==> src/rtl/regfile_if.sv <==
// Decode/write-back bus of the register file: two read ports, one write port, issue tracking.
interface regfile_if #(
    parameter int DATA_W = 32,
    parameter int ADDR_W = 5
);
    logic              we_i;
    logic [ADDR_W-1:0] waddr_i;
    logic [DATA_W-1:0] wdata_i;
    logic              reg1_read_i;
    logic [ADDR_W-1:0] reg1_addr_i;
    logic [DATA_W-1:0] reg1_data_o;
    logic              reg2_read_i;
    logic [ADDR_W-1:0] reg2_addr_i;
    logic [DATA_W-1:0] reg2_data_o;
    logic              issue_i;
    logic [ADDR_W-1:0] issue_addr_i;
    logic              reg1_busy_o;
    logic              reg2_busy_o;
    logic              sb_err_o;

    modport master (
        output we_i, waddr_i, wdata_i,
        output reg1_read_i, reg1_addr_i, reg2_read_i, reg2_addr_i,
        output issue_i, issue_addr_i,
        input  reg1_data_o, reg2_data_o, reg1_busy_o, reg2_busy_o, sb_err_o
    );

    modport slave (
        input  we_i, waddr_i, wdata_i,
        input  reg1_read_i, reg1_addr_i, reg2_read_i, reg2_addr_i,
        input  issue_i, issue_addr_i,
        output reg1_data_o, reg2_data_o, reg1_busy_o, reg2_busy_o, sb_err_o
    );
endinterface

==> src/rtl/regfile.sv <==
// Integer register file (r0 hardwired to zero) with a per-register pending-write scoreboard.
// Define REGFILE_BYPASS_EN to forward same-cycle write data to the read ports.
module regfile #(
    parameter int DATA_W = 32,
    parameter int ADDR_W = 5,
    parameter int CNT_W  = 2
) (
    input  logic     clk,
    input  logic     rst,
    regfile_if.slave rf
);
    localparam int NREG = 1 << ADDR_W;
    localparam logic [CNT_W-1:0] CNT_MAX = {CNT_W{1'b1}};

    logic [DATA_W-1:0] mem_q [NREG];
    logic [DATA_W-1:0] mem_d [NREG];
    logic [CNT_W-1:0]  cnt_q [NREG];
    logic [CNT_W-1:0]  cnt_d [NREG];
    logic              sb_err_q, sb_err_d;

    logic              wr_v, iss_v;
    logic [DATA_W-1:0] rd1_data, rd2_data;

    assign wr_v  = rf.we_i    && (rf.waddr_i      != '0);
    assign iss_v = rf.issue_i && (rf.issue_addr_i != '0);

    always_comb begin
        mem_d    = mem_q;
        cnt_d    = cnt_q;
        sb_err_d = sb_err_q;
        if (wr_v) begin
            mem_d[rf.waddr_i] = rf.wdata_i;
        end
        // An issue and a write-back to the same register cancel out.
        if (!(iss_v && wr_v && (rf.issue_addr_i == rf.waddr_i))) begin
            if (iss_v) begin
                if (cnt_q[rf.issue_addr_i] == CNT_MAX) begin
                    sb_err_d = 1'b1;
                end else begin
                    cnt_d[rf.issue_addr_i] = cnt_q[rf.issue_addr_i] + CNT_W'(1);
                end
            end
            if (wr_v) begin
                if (cnt_q[rf.waddr_i] == '0) begin
                    sb_err_d = 1'b1;
                end else begin
                    cnt_d[rf.waddr_i] = cnt_q[rf.waddr_i] - CNT_W'(1);
                end
            end
        end
    end

    always_ff @(posedge clk) begin
        if (rst) begin
            for (int i = 0; i < NREG; i++) begin
                mem_q[i] <= '0;
                cnt_q[i] <= '0;
            end
            sb_err_q <= 1'b0;
        end else begin
            mem_q    <= mem_d;
            cnt_q    <= cnt_d;
            sb_err_q <= sb_err_d;
        end
    end

    always_comb begin
        rd1_data = '0;
        if (!rst && rf.reg1_read_i && (rf.reg1_addr_i != '0)) begin
            rd1_data = mem_q[rf.reg1_addr_i];
`ifdef REGFILE_BYPASS_EN
            if (wr_v && (rf.waddr_i == rf.reg1_addr_i)) begin
                rd1_data = rf.wdata_i;
            end
`endif
        end
    end

    always_comb begin
        rd2_data = '0;
        if (!rst && rf.reg2_read_i && (rf.reg2_addr_i != '0)) begin
            rd2_data = mem_q[rf.reg2_addr_i];
`ifdef REGFILE_BYPASS_EN
            if (wr_v && (rf.waddr_i == rf.reg2_addr_i)) begin
                rd2_data = rf.wdata_i;
            end
`endif
        end
    end

    assign rf.reg1_data_o = rd1_data;
    assign rf.reg2_data_o = rd2_data;

    // Busy looks only at registered counts, so a same-cycle write-back still reports busy.
    assign rf.reg1_busy_o = !rst && rf.reg1_read_i && (rf.reg1_addr_i != '0)
                            && (cnt_q[rf.reg1_addr_i] != '0);
    assign rf.reg2_busy_o = !rst && rf.reg2_read_i && (rf.reg2_addr_i != '0)
                            && (cnt_q[rf.reg2_addr_i] != '0);
    assign rf.sb_err_o    = !rst && sb_err_q;
endmodule

==> src/flat_wrapper.sv <==
// flat-port wrapper written by rule: the top's interface ports become plain ports
module regfile_flat 
#(
    parameter int DATA_W = 32,
    parameter int ADDR_W = 5,
    parameter int CNT_W  = 2
)
  (clk, rst, rf_we_i, rf_waddr_i, rf_wdata_i, rf_reg1_read_i, rf_reg1_addr_i, rf_reg2_read_i, rf_reg2_addr_i, rf_issue_i, rf_issue_addr_i, rf_reg1_data_o, rf_reg2_data_o, rf_reg1_busy_o, rf_reg2_busy_o, rf_sb_err_o);
  regfile_if #(.DATA_W(DATA_W), .ADDR_W(ADDR_W)) rf_i ();
  input  logic clk;
  input  logic rst;
  input wire logic [$bits(rf_i.we_i)-1:0] rf_we_i;
  input wire logic [$bits(rf_i.waddr_i)-1:0] rf_waddr_i;
  input wire logic [$bits(rf_i.wdata_i)-1:0] rf_wdata_i;
  input wire logic [$bits(rf_i.reg1_read_i)-1:0] rf_reg1_read_i;
  input wire logic [$bits(rf_i.reg1_addr_i)-1:0] rf_reg1_addr_i;
  input wire logic [$bits(rf_i.reg2_read_i)-1:0] rf_reg2_read_i;
  input wire logic [$bits(rf_i.reg2_addr_i)-1:0] rf_reg2_addr_i;
  input wire logic [$bits(rf_i.issue_i)-1:0] rf_issue_i;
  input wire logic [$bits(rf_i.issue_addr_i)-1:0] rf_issue_addr_i;
  output wire logic [$bits(rf_i.reg1_data_o)-1:0] rf_reg1_data_o;
  output wire logic [$bits(rf_i.reg2_data_o)-1:0] rf_reg2_data_o;
  output wire logic [$bits(rf_i.reg1_busy_o)-1:0] rf_reg1_busy_o;
  output wire logic [$bits(rf_i.reg2_busy_o)-1:0] rf_reg2_busy_o;
  output wire logic [$bits(rf_i.sb_err_o)-1:0] rf_sb_err_o;
  assign rf_i.we_i = rf_we_i;
  assign rf_i.waddr_i = rf_waddr_i;
  assign rf_i.wdata_i = rf_wdata_i;
  assign rf_i.reg1_read_i = rf_reg1_read_i;
  assign rf_i.reg1_addr_i = rf_reg1_addr_i;
  assign rf_i.reg2_read_i = rf_reg2_read_i;
  assign rf_i.reg2_addr_i = rf_reg2_addr_i;
  assign rf_i.issue_i = rf_issue_i;
  assign rf_i.issue_addr_i = rf_issue_addr_i;
  assign rf_reg1_data_o = rf_i.reg1_data_o;
  assign rf_reg2_data_o = rf_i.reg2_data_o;
  assign rf_reg1_busy_o = rf_i.reg1_busy_o;
  assign rf_reg2_busy_o = rf_i.reg2_busy_o;
  assign rf_sb_err_o = rf_i.sb_err_o;
  regfile #(.DATA_W(DATA_W), .ADDR_W(ADDR_W), .CNT_W(CNT_W)) u_core (.clk(clk), .rst(rst), .rf(rf_i));
endmodule
==> config.mk <==
export PLATFORM = sky130hd
export DESIGN_NAME = regfile_flat
export DESIGN_NICKNAME = d
export VERILOG_FILES = /design/src/rtl/regfile_if.sv /design/src/rtl/regfile.sv /design/src/flat_wrapper.sv
export SDC_FILE = /design/constraint.sdc
export NUM_CORES = 2
export LEC_CHECK = 0
export CAP_MARGIN = 10
export CORE_MARGIN = 2
export CORE_UTILIZATION = 55
export DETAILED_ROUTE_END_ITERATION = 12
export PLACE_DENSITY = 0.75
export SLEW_MARGIN = 20
export SYNTH_ARGS = -nofsm -noshare
export SYNTH_HDL_FRONTEND = slang
export SYNTH_SLANG_ARGS = --single-unit
==> constraint.sdc <==
create_clock -name clk -period 3.3 [get_ports clk]
set_input_delay 0.33 -clock clk [delete_from_list [all_inputs] [get_ports clk]]
set_output_delay 0.33 -clock clk [all_outputs]
set_load 0.01 [all_outputs]
=== Word-level counts from Yosys, hierarchy flattened ===
Index checks and enable logic that the tools add are counted.

* $add $sub $neg: 2
* Order comparisons: 6
* Equal/unequal tests: 2
* Multiplexer cells: 38
* Bitwise gates (word level): 4
* Reductions and logical operators: 21

{| class="wikitable"
|+ Operators with widths
! kind !! number
|-
| $bwmux 1024 || 1
|-
| $bmux 32 s5 || 2
|-
| $mux 64 || 5
|-
| $mux 32 || 7
|-
| $demux 32 s5 || 1
|-
| $bwmux 64 || 2
|-
| $bmux 2 s5 || 4
|-
| $ge 6x6->1 const B || 4
|-
| $not 5->6 || 4
|-
| $demux 2 s5 || 2
|-
| $mux 2 || 10
|-
| $reduce_bool 5->1 || 4
|-
| $logic_and 1x1->1 || 13
|-
| $lt 6x1->1 const B || 2
|-
| $eq 5x5->1 || 1
|-
| $mux 1 || 4
|-
| $reduce_bool 2->1 || 2
|-
| $add 2x1->2 const B || 1
|-
| $eq 2x2->1 const B || 1
|-
| $logic_not 2->1 || 1
|-
| $sub 2x1->2 const B || 1
|-
| $logic_not 1->1 || 1
|}

* Register bits: 1089
* Logic and storage cells: 138

=== Depth between registers and ports, before layout ===
* Word-level depth: 12
* Mapped depth: 16

=== Worst setup path before layout ===
Ideal clock, no wire load.

* Kind: in2reg
* Start: input rf_waddr_i[0]
* End: register u_core.cnt_q[9] in the netlist's numbering
* Setup time: 0.134 ns
* Arrival: 3.418 ns
* Setup slack: -0.252 ns
* Stages: 13
* Buffers on the path: 6
* Path through: buf_4 buf_4 buf_4 mux4_2 mux4_2 mux2i_1 ha_1 clkbuf_1 clkbuf_1 clkbuf_1 o21ai_0 a21oi_1 nor3_1

* Cells in the longest elaborated chain, start to end: 8

{| class="wikitable"
|+ Ends and longest elaborated chain
! what !! line !! source
|-
| start, declared || flat_wrapper.sv:13 || <nowiki>input wire logic [$bits(rf_i.waddr_i)-1:0] rf_waddr_i;</nowiki>
|-
| $not 5->6 (implied by the code) || regfile.sv:44, regfile.sv:47 ||
|-
| $bmux 2 s5, or another cell as far along || regfile.sv:44, regfile.sv:47 ||
|-
| $mux 2 (implied by the code) / $logic_and 1x1->1 (equally long branches) || regfile.sv:44, regfile.sv:47 ||
|-
| $mux 2 (on tied branches) || regfile.sv:44, regfile.sv:47 ||
|-
| $sub 2x1->2 / $demux 2 s5 (equally long branches) || regfile.sv:47 || <nowiki>cnt_d[rf.waddr_i] = cnt_q[rf.waddr_i] - CNT_W'(1);</nowiki>
|-
| $bwmux 64 || regfile.sv:47 ||
|-
| $mux 64 || regfile.sv:44 || <nowiki>if (cnt_q[rf.waddr_i] == '0) begin</nowiki>
|-
| $mux 64 || regfile.sv:43 || <nowiki>if (wr_v) begin</nowiki>
|-
| end signal, assigned || regfile.sv:62 || <nowiki>cnt_q <= cnt_d;</nowiki>
|-
| end, declared || regfile.sv:17 || <nowiki>logic [CNT_W-1:0] cnt_q [NREG];</nowiki>
|}

Several ways; a longest one is shown, not always the timed one. The select of a mux whose other input is x is not followed.
A chain may end at the register's enable or synchronous reset.

=== Worst setup path in the final report ===
* Start: input rst
* End: output rf_reg1_data_o[14]

* Cells in the longest elaborated chain, start to end: 4

{| class="wikitable"
|+ Ends and longest elaborated chain
! what !! line !! source
|-
| start, declared || flat_wrapper.sv:11 || <nowiki>input logic rst;</nowiki>
|-
| $logic_not 1->1 || regfile.sv:69 || <nowiki>if (!rst && rf.reg1_read_i && (rf.reg1_addr_i != '0)) begin</nowiki>
|-
| $logic_and 1x1->1 (2 in series) || regfile.sv:69 ||
|-
| $mux 32 || regfile.sv:69 ||
|-
| end, declared || flat_wrapper.sv:21 || <nowiki>output wire logic [$bits(rf_i.reg1_data_o)-1:0] rf_reg1_data_o;</nowiki>
|}

No other way between the ends.

==> impl_results.md <==
- Reg-to-reg critical path startpoint: u_core.cnt_q[42]$_SDFFE_PP0N_
- Worst slew pin tran: approximately 1.2 ns
- Total count of hold-check failures in the final report: 0
- CP startpoint: rst
- Chip Width: around 330 um
- Via count: 58680
- Number of synthesis warnings: 0
- Worst path buffer plus inverter count: 4
- Sequential share of the synthesized area: 0.3745
- Detailed Place HPWL: 148000 um
- Starting density of the core: 0.5538
- Count of unresolved DRC violations after routing: 0
- Die Ht: 329.3 um
- Type of destination of the critical path: output pin
- Fin crit share: 1.016
- Start-to-end type of the worst setup path: input pin to output pin
- CTS tree: yes
- Worst path setup slack after routing: -0.05339 ns
- Outcome: finished, violations left
- Input/output buffers: 124
- Buffer depth of the longest clock path: 3
- Worst-case register-to-register setup slack: about 0.13 ns
- Area overhead of the layout relative to synthesis: 16.72%
- Largest clock skew in the final design: 0.01852 ns
- Kind of launch point of the worst setup path: input pin
- Crit-path leading delay family: buffers and inverters
- Max-slew headroom: 0.2139
- Number of cells after detailed placement: 8350
- Number of enable-type register cells in the synthesized netlist: 0
- Final RePlAce weighted congestion: about 1.0
- Post-synthesis instance total: 7064
- Worst min-delay path class: input pin to flip-flop
- End point of the critical path: rf_reg1_data_o[14]
- Flip-flop and latch count after synthesis: 1089
- Violated checks: setup timing
- ANT nets after route: 0
- Fraction of synthesis flops using an asynchronous set or reset pin: 0
- Final setup violation count: 4
- Final nets: 7137
- Most frequently used flop master after synthesis: sky130_fd_sc_hd__dfxtp_1
- Cell type of the slowest stage on the worst timing path: sky130_fd_sc_hd__clkdlybuf4s50_1
- Largest fanout on the critical path: 38
- Largest net degree at the start of global routing: 224
- Worst reg2reg endpoint: u_core.cnt_q[44]$_SDFFE_PP0N_
- Critical-path cell list: dlygate4sd3_1 > buf_8 > nand2b_1 > a21oi_4 > buf_12 > o211a_1 > clkdlybuf4s50_1
- WL final: 242400 um
- Total negative slack: -0.1223 ns
- Peak supply drop: 498.6 uV
- Layout cells sized above 1: 0.1782
- Number of detailed-routing iterations run before antenna repair: 9
- Mean post-synth cell area: 8.241 sq um
- Final critical path time including I/O delays and setup: 3.353 ns
- CTS sink cnt: ~1100
- Reg clk slew, reported paths: around 0.060 ns
- Post-route non-filler standard cell count: 8569
- First-pass GRT wire length: 352900 um
- Routed wire length per instance: 28.29 um
- Min-Delay Path Depth: 3
- Violation count after the first detailed-route iteration: 10190
- Top-level port count: 125
- Detail-routed via count per cell: between 6 and 7
- Number of antenna violations at the first check in global routing: 4
- Critical path data required time: 2.97 ns
- Buffer type at the clock tree root: sky130_fd_sc_hd__clkbuf_16
- Count of pins over their slew limit: 0
- Total number of placement rows: ~120
- Floorplan core area: roughly 110000 sq um
- Area of the die: 108500 sq um
- Power Dens Cells: roughly 460 nW/um^2
- Max-cap violation count: 0
- Mapped cell area: 58210 sq um
- Maximum achievable frequency: 0.2982 GHz
- Number of H-tree levels: 3
- Number of stages on the worst setup path: 7
- Pre-CTS setup slack: -0.5549 ns
- Crit path largest cell delay: 0.67 ns
- Number of clock buffers inserted by TritonCTS: between 100 and 150
- Overflow left after global routing: 0
- Min Hold Slack: 0.1281 ns
- Overall track demand over capacity in global routing: 0.4341
- Synthesized Nets: 7124
- Vias in the first global route: 55640
- Crit path arrival time: 3.02 ns
- Leakage Power: 23.72 nW
- Clock latency on the worst-skew pair: 0.73 ns
- Number of cells on the worst reg-to-reg path: 13
- Synth cell types: 77
## metrics by stage
step | util | power [mW] | cell area (sq um)
2_1_floorplan | - | 15.46 | 58220
3_3_place_gp | 0.6050 | 16.88 | 63600
3_5_place_dp | 0.6050 | 16.91 | 63600
4_1_cts | 0.6456 | 30.88 | 67860
5_1_grt | 0.6464 | 31.65 | 67940
6_report | 0.6464 | 31.05 | 67950
## cells by family after synthesis
group / synth area share
xor gates and xnor gates: 0.0007522
buffers and inverters: 0.04976
muxes: 0.2133
AOI/OAI and AO/OA: 0.1911
and+or+nand+nor: 0.1701
DFF: 0.3745
adders and majority gates: 0.0004298
## power by group
group	internal [mW]	leakage (nW)	switching [mW]
clock	8.52	2.07	5.75
sequential	13.2	8.80	0.0989
combinational	1.20	12.9	2.24
total	23.0	23.7	8.09
## state kept, by name, indices dropped and copies added (netlist names)
register         flops
u_core.cnt_q        64
u_core.mem_q      1024
u_core.sb_err_q      1
## metal layers
metal	part of all wire	wire length [um]	global-route usage
met5	0.000050	12	0.001304
met4	0.080	19460	0.3017
met3	0.15	36110	0.1292
met2	0.42	101400	0.6310
met1	0.35	85450	0.5539
## synth_stat cells, drive strengths merged (133+ instances only)
master  number  area (sq um)
nand2     2059          7729
mux4       304          6847
a21oi     1164          5826
mux2       134          1509
mux2i      406          4064
buf        223          1006
dfxtp     1089         21800
nor2       271          1022
a22oi      133         998.5
clkbuf     487          1828
a221oi     133          1177
o21ai      223          1116
## cells in the final DEF (no fill, tap or decap), drive strengths merged, types with 107 or more instances in the layout
cell type,instances
a22oi,133
clkbuf,164
mux4,304
clkdlybuf4s50,107
dfxtp,1089
nor2,271
mux2,134
a21oi,1164
buf,494
nand2,2059
a221oi,133
mux2i,406
o21ai,223
## worst min-delay path: cells and delay by family
| family | cells | cell delay [ns] |
|---|---|---|
| simple gates | 1 | 0.13 |
| buf+inv | 1 | 0.30 |
| compound gates | 1 | 0.05 |
## cell type report
type	instances	area (sq um)
antenna	1	2.502
clock buffer	163	3418
clock inverter	53	758.2
fill	8578	37170
inverter	16	62.56
multi-input combinational	5249	33950
sequential	1089	21870
tap	1391	1740
timing repair buffer	607	6151
## worst min-delay path by stage
stage	from	to
after floorplan	u_core.sb_err_q$_SDFFE_PP0N_	u_core.sb_err_q$_SDFFE_PP0N_
after global placement	u_core.sb_err_q$_SDFFE_PP0N_	u_core.sb_err_q$_SDFFE_PP0N_
after detailed placement	u_core.mem_q[829]$_SDFFE_PP0P_	u_core.mem_q[829]$_SDFFE_PP0P_
after CTS	rf_wdata_i[15]	u_core.mem_q[559]$_SDFFE_PP0P_
after global routing	rf_wdata_i[3]	u_core.mem_q[67]$_SDFFE_PP0P_
final	rf_wdata_i[3]	u_core.mem_q[547]$_SDFFE_PP0P_
## what timing repair did
action                                  in CTS  in global routing
hold buffers                                 1                  0
resized for setup                           47                 28
pin swaps                                    1                  6
setup buffers                                0                  1
endpoints found under the setup margin       4                 22
hold endpoints to repair                    28                  0
gates cloned                                 0                  0
Power figures use the tool's default switching activity.
